### config.mk
export PLATFORM = sky130hd
export DESIGN_NAME = datapath_seq
export DESIGN_NICKNAME = d
export VERILOG_FILES = /design/src/rtl/dp_pkg.sv /design/src/rtl/dp_regfile.sv /design/src/rtl/datapath_seq.sv
export SDC_FILE = /design/constraint.sdc
export NUM_CORES = 1
export LEC_CHECK = 0
export BUFFER_PORTS_ARGS = -buffer_cell sky130_fd_sc_hd__buf_4
export CORE_AREA = 10 10 231 233
export DETAILED_ROUTE_END_ITERATION = 10
export DIE_AREA = 0 0 241 243
export PLACE_DENSITY = 0.51
export SETUP_SLACK_MARGIN = 0.1
export SYNTH_ARGS = -nofsm -noshare
export SYNTH_HDL_FRONTEND = slang
export SYNTH_SLANG_ARGS = --single-unit
export TNS_END_PERCENT = 30
### constraint.sdc
create_clock -name clk -period 5.6 [get_ports clk]
set_input_delay 0.28 -clock clk [delete_from_list [all_inputs] [get_ports clk]]
set_output_delay 0.28 -clock clk [all_outputs]
set_load 0.02 [all_outputs]
### src/rtl/dp_pkg.sv
// Shared encodings for the sequential datapath: opcodes, ALU ops, shifts and FSM states.
package dp_pkg;

    typedef enum logic [2:0] {
        OP_MOVI = 3'b000,
        OP_MOV  = 3'b001,
        OP_ALU  = 3'b010,
        OP_CMP  = 3'b011
    } op_e;

    typedef enum logic [1:0] {
        ALU_ADD  = 2'b00,
        ALU_SUB  = 2'b01,
        ALU_AND  = 2'b10,
        ALU_NOTB = 2'b11
    } alu_e;

    typedef enum logic [1:0] {
        SH_NONE = 2'b00,
        SH_LSL1 = 2'b01,
        SH_LSR1 = 2'b10,
        SH_ASR1 = 2'b11
    } shift_e;

    typedef enum logic [2:0] {
        ST_IDLE = 3'd0,
        ST_RDA  = 3'd1,
        ST_RDB  = 3'd2,
        ST_EXEC = 3'd3,
        ST_WB   = 3'd4
    } state_e;

    // Opcodes 1xx are reserved and must not touch any state.
    function automatic logic is_legal_op(input logic [2:0] op);
        return (op[2] == 1'b0);
    endfunction

endpackage

### src/rtl/dp_regfile.sv
// Register file: one synchronous write port, two combinational read ports, synchronous active-low clear.
module dp_regfile
    import dp_pkg::*;
#(
    parameter int W    = 16,
    parameter int NREG = 8
) (
    input  logic                    i_clk,
    input  logic                    i_rst_n,
    input  logic                    i_we,
    input  logic [$clog2(NREG)-1:0] i_waddr,
    input  logic [W-1:0]            i_wdata,
    input  logic [$clog2(NREG)-1:0] i_raddr_a,
    output logic [W-1:0]            o_rdata_a,
    input  logic [$clog2(NREG)-1:0] i_raddr_b,
    output logic [W-1:0]            o_rdata_b
);

    logic [W-1:0] r_mem [NREG];

    always_ff @(posedge i_clk) begin
        if (!i_rst_n) begin
            for (int i = 0; i < NREG; i++) begin
                r_mem[i] <= '0;
            end
        end else if (i_we) begin
            r_mem[i_waddr] <= i_wdata;
        end
    end

    assign o_rdata_a = r_mem[i_raddr_a];
    assign o_rdata_b = r_mem[i_raddr_b];

endmodule

### src/rtl/datapath_seq.sv
// Multi-cycle register datapath: IDLE -> RDA -> RDB -> EXEC -> WB command sequencer around dp_regfile.
// Define DATAPATH_SEQ_OVF_EN to build signed-overflow detection into the V status bit.
module datapath_seq
    import dp_pkg::*;
#(
    parameter int W    = 16,
    parameter int NREG = 8
) (
    input  logic                    clk,
    input  logic                    reset_n,
    input  logic                    cmd_valid,
    output logic                    cmd_ready,
    input  logic [2:0]              cmd_op,
    input  logic [1:0]              cmd_alu,
    input  logic [1:0]              cmd_shift,
    input  logic [$clog2(NREG)-1:0] cmd_rd,
    input  logic [$clog2(NREG)-1:0] cmd_rn,
    input  logic [$clog2(NREG)-1:0] cmd_rm,
    input  logic [W-1:0]            cmd_imm,
    output logic                    done,
    output logic [W-1:0]            result,
    output logic [2:0]              status,
    output logic [2:0]              o_dbg_state
);

    localparam int AW = $clog2(NREG);

    state_e          r_state;
    state_e          w_next;
    logic            w_ready;
    logic            w_accept;
    logic            w_rf_we;

    logic [2:0]      r_op;
    logic [1:0]      r_alu;
    logic [1:0]      r_shift;
    logic [AW-1:0]   r_rd;
    logic [AW-1:0]   r_rn;
    logic [AW-1:0]   r_rm;
    logic [W-1:0]    r_imm;

    logic [W-1:0]    r_a;
    logic [W-1:0]    r_b;
    logic [W-1:0]    r_c;
    logic [2:0]      r_status;
    logic            r_done;

    logic [W-1:0]    w_rd_a;
    logic [W-1:0]    w_rd_b;
    logic [W-1:0]    w_b_sh;
    logic [W-1:0]    w_alu;
    logic            w_ovf;
    logic [2:0]      w_flags;

    // Handshake: a command transfers on a rising edge where cmd_valid and cmd_ready are both high.
    assign w_accept = cmd_valid && w_ready;

    always_ff @(posedge clk) begin
        if (!reset_n) begin
            r_state <= ST_IDLE;
        end else begin
            r_state <= w_next;
        end
    end

    always_comb begin
        w_next  = r_state;
        w_ready = 1'b0;
        w_rf_we = 1'b0;
        case (r_state)
            ST_IDLE: begin
                w_ready = reset_n;
                if (w_accept) begin
                    if (!is_legal_op(cmd_op)) begin
                        w_next = ST_WB;
                    end else if (cmd_op == OP_MOVI) begin
                        w_next = ST_EXEC;
                    end else begin
                        w_next = ST_RDA;
                    end
                end
            end
            ST_RDA:  w_next = ST_RDB;
            ST_RDB:  w_next = ST_EXEC;
            ST_EXEC: w_next = ST_WB;
            ST_WB: begin
                w_next  = ST_IDLE;
                w_rf_we = (r_op == OP_MOVI) || (r_op == OP_MOV) || (r_op == OP_ALU);
            end
            default: w_next = ST_IDLE;
        endcase
    end

    always_comb begin
        w_b_sh = r_b;
        case (r_shift)
            SH_NONE: w_b_sh = r_b;
            SH_LSL1: w_b_sh = {r_b[W-2:0], 1'b0};
            SH_LSR1: w_b_sh = {1'b0, r_b[W-1:1]};
            SH_ASR1: w_b_sh = {r_b[W-1], r_b[W-1:1]};
            default: w_b_sh = r_b;
        endcase
    end

    always_comb begin
        w_alu = '0;
        case (r_alu)
            ALU_ADD:  w_alu = r_a + w_b_sh;
            ALU_SUB:  w_alu = r_a - w_b_sh;
            ALU_AND:  w_alu = r_a & w_b_sh;
            ALU_NOTB: w_alu = ~w_b_sh;
            default:  w_alu = '0;
        endcase
    end

`ifdef DATAPATH_SEQ_OVF_EN
    // Subtraction overflows when the operand signs differ (i.e. A and ~B agree) and the result flips sign.
    always_comb begin
        w_ovf = 1'b0;
        case (r_alu)
            ALU_ADD: w_ovf = (r_a[W-1] == w_b_sh[W-1]) && (w_alu[W-1] != r_a[W-1]);
            ALU_SUB: w_ovf = (r_a[W-1] != w_b_sh[W-1]) && (w_alu[W-1] != r_a[W-1]);
            default: w_ovf = 1'b0;
        endcase
    end
`else
    assign w_ovf = 1'b0;
`endif

    assign w_flags = {(w_alu == '0), w_alu[W-1], w_ovf};

    always_ff @(posedge clk) begin
        if (!reset_n) begin
            r_op     <= '0;
            r_alu    <= '0;
            r_shift  <= '0;
            r_rd     <= '0;
            r_rn     <= '0;
            r_rm     <= '0;
            r_imm    <= '0;
            r_a      <= '0;
            r_b      <= '0;
            r_c      <= '0;
            r_status <= '0;
            r_done   <= 1'b0;
        end else begin
            r_done <= (w_next == ST_WB);
            if (w_accept) begin
                r_op    <= cmd_op;
                r_alu   <= cmd_alu;
                r_shift <= cmd_shift;
                r_rd    <= cmd_rd;
                r_rn    <= cmd_rn;
                r_rm    <= cmd_rm;
                r_imm   <= cmd_imm;
            end
            case (r_state)
                ST_RDA: r_a <= w_rd_a;
                ST_RDB: r_b <= w_rd_b;
                ST_EXEC: begin
                    if (r_op == OP_MOVI) begin
                        r_c <= r_imm;
                    end else if (r_op == OP_MOV) begin
                        r_c <= w_b_sh;
                    end else begin
                        r_c      <= w_alu;
                        r_status <= w_flags;
                    end
                end
                default: ;
            endcase
        end
    end

    dp_regfile #(
        .W    (W),
        .NREG (NREG)
    ) u_rf (
        .i_clk     (clk),
        .i_rst_n   (reset_n),
        .i_we      (w_rf_we),
        .i_waddr   (r_rd),
        .i_wdata   (r_c),
        .i_raddr_a (r_rn),
        .o_rdata_a (w_rd_a),
        .i_raddr_b (r_rm),
        .o_rdata_b (w_rd_b)
    );

    assign cmd_ready   = w_ready;
    assign done        = r_done;
    assign result      = r_c;
    assign status      = r_status;
    assign o_dbg_state = r_state;

endmodule

# Word level (Yosys, flattened, before mapping)
# Memories as Yosys holds them, arrays and structs flattened. A register that Yosys moved wholly into a read port is not among the register bits.
# Index checks and enable logic that the tools add are counted.
[word_totals]
ff_bits = 54
mem_bits_rw = 128
input_bits = 35
out_inout_bits = 24
elab_cells = 61
n_memories = 1
[mem_list]
columns = ["memory", "depth", "width", "read_ports", "rd_ports_with_merged_regs", "wr", "line_no", "rtl"]
rows = [
  ["u_rf.r_mem", 8, 16, 2, 2, 8, "dp_regfile.sv:19", "logic [W-1:0] r_mem [NREG];"],
]
[op_classes]
add_sub_neg = 2
n_eq_ne = 13
n_mux = 17
n_bitwise = 4
reduce_logical = 13
[ops]
columns = ["cell", "count"]
rows = [
  ["16-bit one-hot mux with 4 select lines", 2],
  ["16-bit two-way mux", 3],
  ["16-bit adder", 1],
  ["16-bit AND", 1],
  ["16-bit zero test", 1],
  ["16-bit NOT", 1],
  ["16-bit OR reduction", 1],
  ["16-bit subtractor", 1],
  ["3-bit one-hot mux with 4 select lines", 1],
  ["3-bit by 2-bit equality test with 1-bit output (second input constant)", 3],
  ["3-bit zero test", 3],
  ["3-bit two-way mux", 3],
  ["2-bit equality test (second input constant)", 4],
  ["1-bit two-way mux", 7],
  ["3-bit by 1-bit equality test with 1-bit output (second input constant)", 2],
  ["3-bit equality test (second input constant)", 2],
  ["2-bit by 1-bit equality test with 1-bit output (second input constant)", 2],
  ["2-bit zero test", 2],
  ["3-bit AND reduction", 1],
  ["1-bit zero test", 2],
  ["1-bit logical OR", 2],
  ["2-bit two-way mux", 1],
  ["1-bit NOT", 2],
  ["1-bit logical AND", 1],
]

# Depth between registers and ports, before layout
[depth]
word_depth = 9
mapped_depth = 24
mapped_depth_nobuf = 21

# By module
# A second synthesis with hierarchy kept.
[unflattened]
cells_unflattened = 1174
area_unflattened_um2 = 12525.8
[modules_own_cells]
columns = ["module", "n_inst", "cells_per_inst", "area_each_um2", "seq_area_each_um2"]
rows = [
  ["dp_regfile", 1, 430, 6876.6, 3843.7],
  ["datapath_seq", 1, 744, 5649.2, 1721.7],
]

# Least setup slack after synthesis
# No wires, ideal clock.
[synth_path]
path_kind = "register to register"
from = "register r_shift[0]"
to = "register r_status[2] (netlist: status[2])"
setup_ns = 0.116
arrival_time_ns = 3.952
required_ns = 5.484
slack_ns = 1.532
path_stages_with_launch = 23
path_buffers = 3
synth_period_minus_slack_ns = 4.068
cell_sequence = "dfxtp_1 > buf_4 > buf_4 > buf_6 > mux2i_1 > o21ai_1 > inv_2 > ha_1 > nand3_1 > nor3_1 > nand3_1 > nor2_1 > and2_1 > a21oi_1 > xor2_1 > ha_1 > a211o_1 > o31ai_1 > a31oi_1 > xor2_1 > o311ai_0 > a211oi_2 > a31o_1"
[synth_between]
elab_chain_cells = 5
elab_cells_between_ends = 11
cone_classes = "add/sub (2); eq/ne (3); mux (2); bitwise (2); reduce/logical (2)"
[synth_rtl]
columns = ["item", "line_no", "rtl"]
rows = [
  ["start: declaration", "datapath_seq.sv:36", "logic [1:0] r_shift;"],
  ["start signal: assignment", "datapath_seq.sv:151", "r_shift <= cmd_shift;"],
  ["2-bit equality test, or another cell as far along", "datapath_seq.sv:96", "case (r_shift)"],
  ["16-bit one-hot mux with 4 select lines *", "datapath_seq.sv:96", ""],
  ["16-bit subtractor, or another cell as far along", "datapath_seq.sv:109", "ALU_SUB: w_alu = r_a - w_b_sh;"],
  ["16-bit one-hot mux with 4 select lines *", "datapath_seq.sv:107", "case (r_alu)"],
  ["16-bit zero test *", "datapath_seq.sv:130", "assign w_flags = {(w_alu == '0), w_alu[W-1], w_ovf};"],
  ["end signal: assignment", "datapath_seq.sv:167", "r_status <= w_flags;"],
  ["end: declaration", "datapath_seq.sv:45", "logic [2:0] r_status;"],
]
# Every way passes the cells marked *; elsewhere a longest branch is shown, timed or not.
# A chain may end at the register's enable or synchronous reset.

# Worst setup path in the final report
# Ends and elaborated chain as after synthesis.

==> reports/summary.txt <==
status: complete, no violations
DP Area: 13,200 um2
Rel. slew slack: 0.211
# setup viols final: 0
IO Port Bufs: 57
met1 Use GR: 0.164
DR pass1 iterations: 5
Die Height: 243 um
Post-CTS Setup Bufs: 0
global routing's busiest layer: met2
Final Power: 4.37 mW
CP dominant cell by count: a211oi_1
minimum clock period: 4.67 ns
Max Slew Vio Count: 0
CTS tree: yes
kind of critical path: flip-flop to flip-flop
Setup Skew: 0.0248 ns
number of remaining DRC errors: 0
hold path cells: 3
largest area contributor in the netlist: edfxtp_1
power density cells: 307 nW/um2
RSZ-0062 raised after global routing: no
CP bufs+invs: 1
# nets final: 1,224
CP Capture Type: flip-flop
maxcap violations: 0
root buf cell: clkbuf_16
vias after detailed routing: 8,793
sequential-to-total area share from yosys stat: 0.462
GRT Total Usage: 0.125
crit-path max cell delay: 0.48 ns
fin cells: 1,813
Multi-input gate area: 6150 um2
commonest non-fill, non-tap cell in the layout: nand2_1
worst-path fanout max: 25
Final Cell Area: 14,300 um2
row cnt: 81
synth warn: 0
ys async rst share: 0
first-pass GRT wire length: 56,900 um
Post-synth top flop: edfxtp_1
clk_lat worst skew: 0.56 ns
met3 usage: 0.0162
Fillers: 5,021
Placed Cells: 1,735
Synth area leaders: edfxtp_1 32%, dfxtp_1 14%, mux4_2 12%, and2_1 7.0%, nand2_1 5.4%
Final Hold Viols: 0
fraction of layout cells with a size suffix above 1: 0.182
Hold-fix buffers, CTS: 31
Critical Path Start Type: flip-flop
Avg WL per Cell: 20.4 um
H-tree depth: 1
Data required, critical path: 6.08 ns
cell depth of the worst setup path: 17
Reg2Reg Depth: 17
CTS resizes: 0
flip-flop and latch area: 5570 um2
Num CTS Buffers: 25
most frequent cells in the layout: 172 x nand2_1, 134 x and2_1, 128 x edfxtp_1
die area: 58,600 um2
Final ANT Viol Nets: 0
Max VDD drop: 200 uV
DRT Wirelength: 37,100 um
clk buf depth: 3
post-route clock period utilization: 0.834
Slowest cell on crit path: or4_1
Max Freq: 214 MHz
crit-path cells: buf_4 -> mux2_1 -> mux2i_2 -> nand3_1 -> nor3_1 -> nor2_1 -> xor2_1 -> ha_1 -> a211oi_1 -> nand2_1 -> o21ai_0 -> xnor2_1 -> a211oi_1 -> o211ai_1 -> or4_1 -> nor4_1 -> a31o_1
RePlAce Congestion: 0.873
setup TNS: 0 ns
DR vias/cell: 4.85
Syn Nets: 1,160
Cells after Synth: 1,107
FF+latch count, synth: 214
leak pwr: 5.56 nW
synthesized area: 12,000 um2
clk slew on worst S/H paths: 0.06 ns
top-area cell type share of the netlist area: 0.319
vias in the first global route: 9,132
DP HPWL: 24,900 um
Hold Worst Slack: 0.0277 ns
crit path DAT: 5.16 ns
Cell variety after synth: 70
CP top delay family: simple AND/OR/NAND/NOR gates
Die X: 241 um
Post-synth EDFFs: 128
antenna violations before repair: 1
GR met2 Demand/Resource: 0.214
largest net degree at the start of global routing: 60
GRT overflow: 0
Syn Area/Cell: 10.9 um2
drt first-iter violations: 615
io pins: 59
Area Growth Syn to Fin: 18.4%
CORE AREA: 48,600 um2
Initial Utilization: 0.247
Tightest Pin Transition: 1.18 ns
Min-Delay Path Class: input pin to flip-flop
CTS sink cnt: 214
-- path summary, 6_finish.rpt --
check / from / slack (ns) / to
min reg2reg: r_imm[8] / 0.46 / r_imm[8]
min: cmd_op[2] / 0.03 / r_op[2]
max reg2reg: r_shift[0] / 0.93 / status[2]
max: r_shift[0] / 0.93 / status[2]
-- worst reg2reg max path, stage by stage (launching register included) --
cell and delay [ns]:
dfxtp_1 0.37, buf_4 0.31, mux2_1 0.37, mux2i_2 0.26, nand3_1 0.14, nor3_1 0.38, nor2_1 0.09, xor2_1 0.17
ha_1 0.38, a211oi_1 0.29, nand2_1 0.12, o21ai_0 0.28, xnor2_1 0.13, a211oi_1 0.26, o211ai_1 0.12, or4_1 0.48
nor4_1 0.29, a31o_1 0.18
-- final cells by class --
class | count | share of cell area
multi-input combinational | 804 | 0.431
sequential | 214 | 0.391
clock buffer | 36 | 0.0496
inverter | 11 | 0.00290
timing repair buffer | 115 | 0.0660
tap | 622 | 0.0546
antenna | 1 | 0.000176
clock inverter | 10 | 0.00457
-- state kept, by name (all words and copies together), names as in the netlist --
name / flops
done: 1
r_a: 16
result: 16
r_rd: 3
u_rf.r_mem: 128
r_op: 3
r_shift: 2
r_alu: 2
r_imm: 16
o_dbg_state: 3
r_rn: 3
status: 2
r_b: 16
r_rm: 3
-- layer usage --
| metal | share of wire | vias up |
|---|---|---|
| met5 | 0 | - |
| met4 | 0.020 | 0 |
| met3 | 0.043 | 46 |
| met2 | 0.48 | 189 |
| met1 | 0.45 | 4374 |
| li1 | - | 4184 |
-- stage by stage --
| step | util | setup slack (ns) |
|---|---|---|
| after detailed placement | 0.271 | 1.00 |
| after CTS | 0.293 | 0.956 |
| after floorplan | - | 1.53 |
| final | 0.293 | 0.928 |
| after global placement | 0.271 | 1.00 |
| after global routing | 0.293 | 0.439 |
-- report_power, final --
group / switching [mW] / internal (mW)
sequential: 0.0628 / 1.74
clock: 0.681 / 0.880
combinational: 0.590 / 0.424
total: 1.33 / 3.04
-- synth_stat cells, drive strengths merged, types with 6 or more instances --
cell type,count
xor2,15
a21boi,11
dfxtp,86
nand3,42
o211ai,12
a21oi,29
o31ai,7
a211o,6
mux4,64
nand2b,16
nor2b,9
inv,10
and2,135
mux2i,53
buf,23
nor3,8
nor2,46
nor3b,6
ha,17
edfxtp,128
mux2,7
xnor2,10
nand2,172
o21ai,44
o211a,34
clkbuf,55
a211oi,7
a31oi,6
-- cell families after synthesis --
| logic type | after synthesis | share of synthesized area |
|---|---|---|
| AND/OR/NAND/NOR | 452 | 0.188 |
| other | 1 | 0.000311 |
| multiplexers | 124 | 0.171 |
| adder cells (fa/ha/maj) | 18 | 0.0193 |
| XOR/XNOR | 25 | 0.0182 |
| flip-flops | 214 | 0.462 |
| AO/OA/AOI/OAI | 184 | 0.110 |
| buffers and inverters | 89 | 0.0310 |
(Power assumes the default switching activity.)
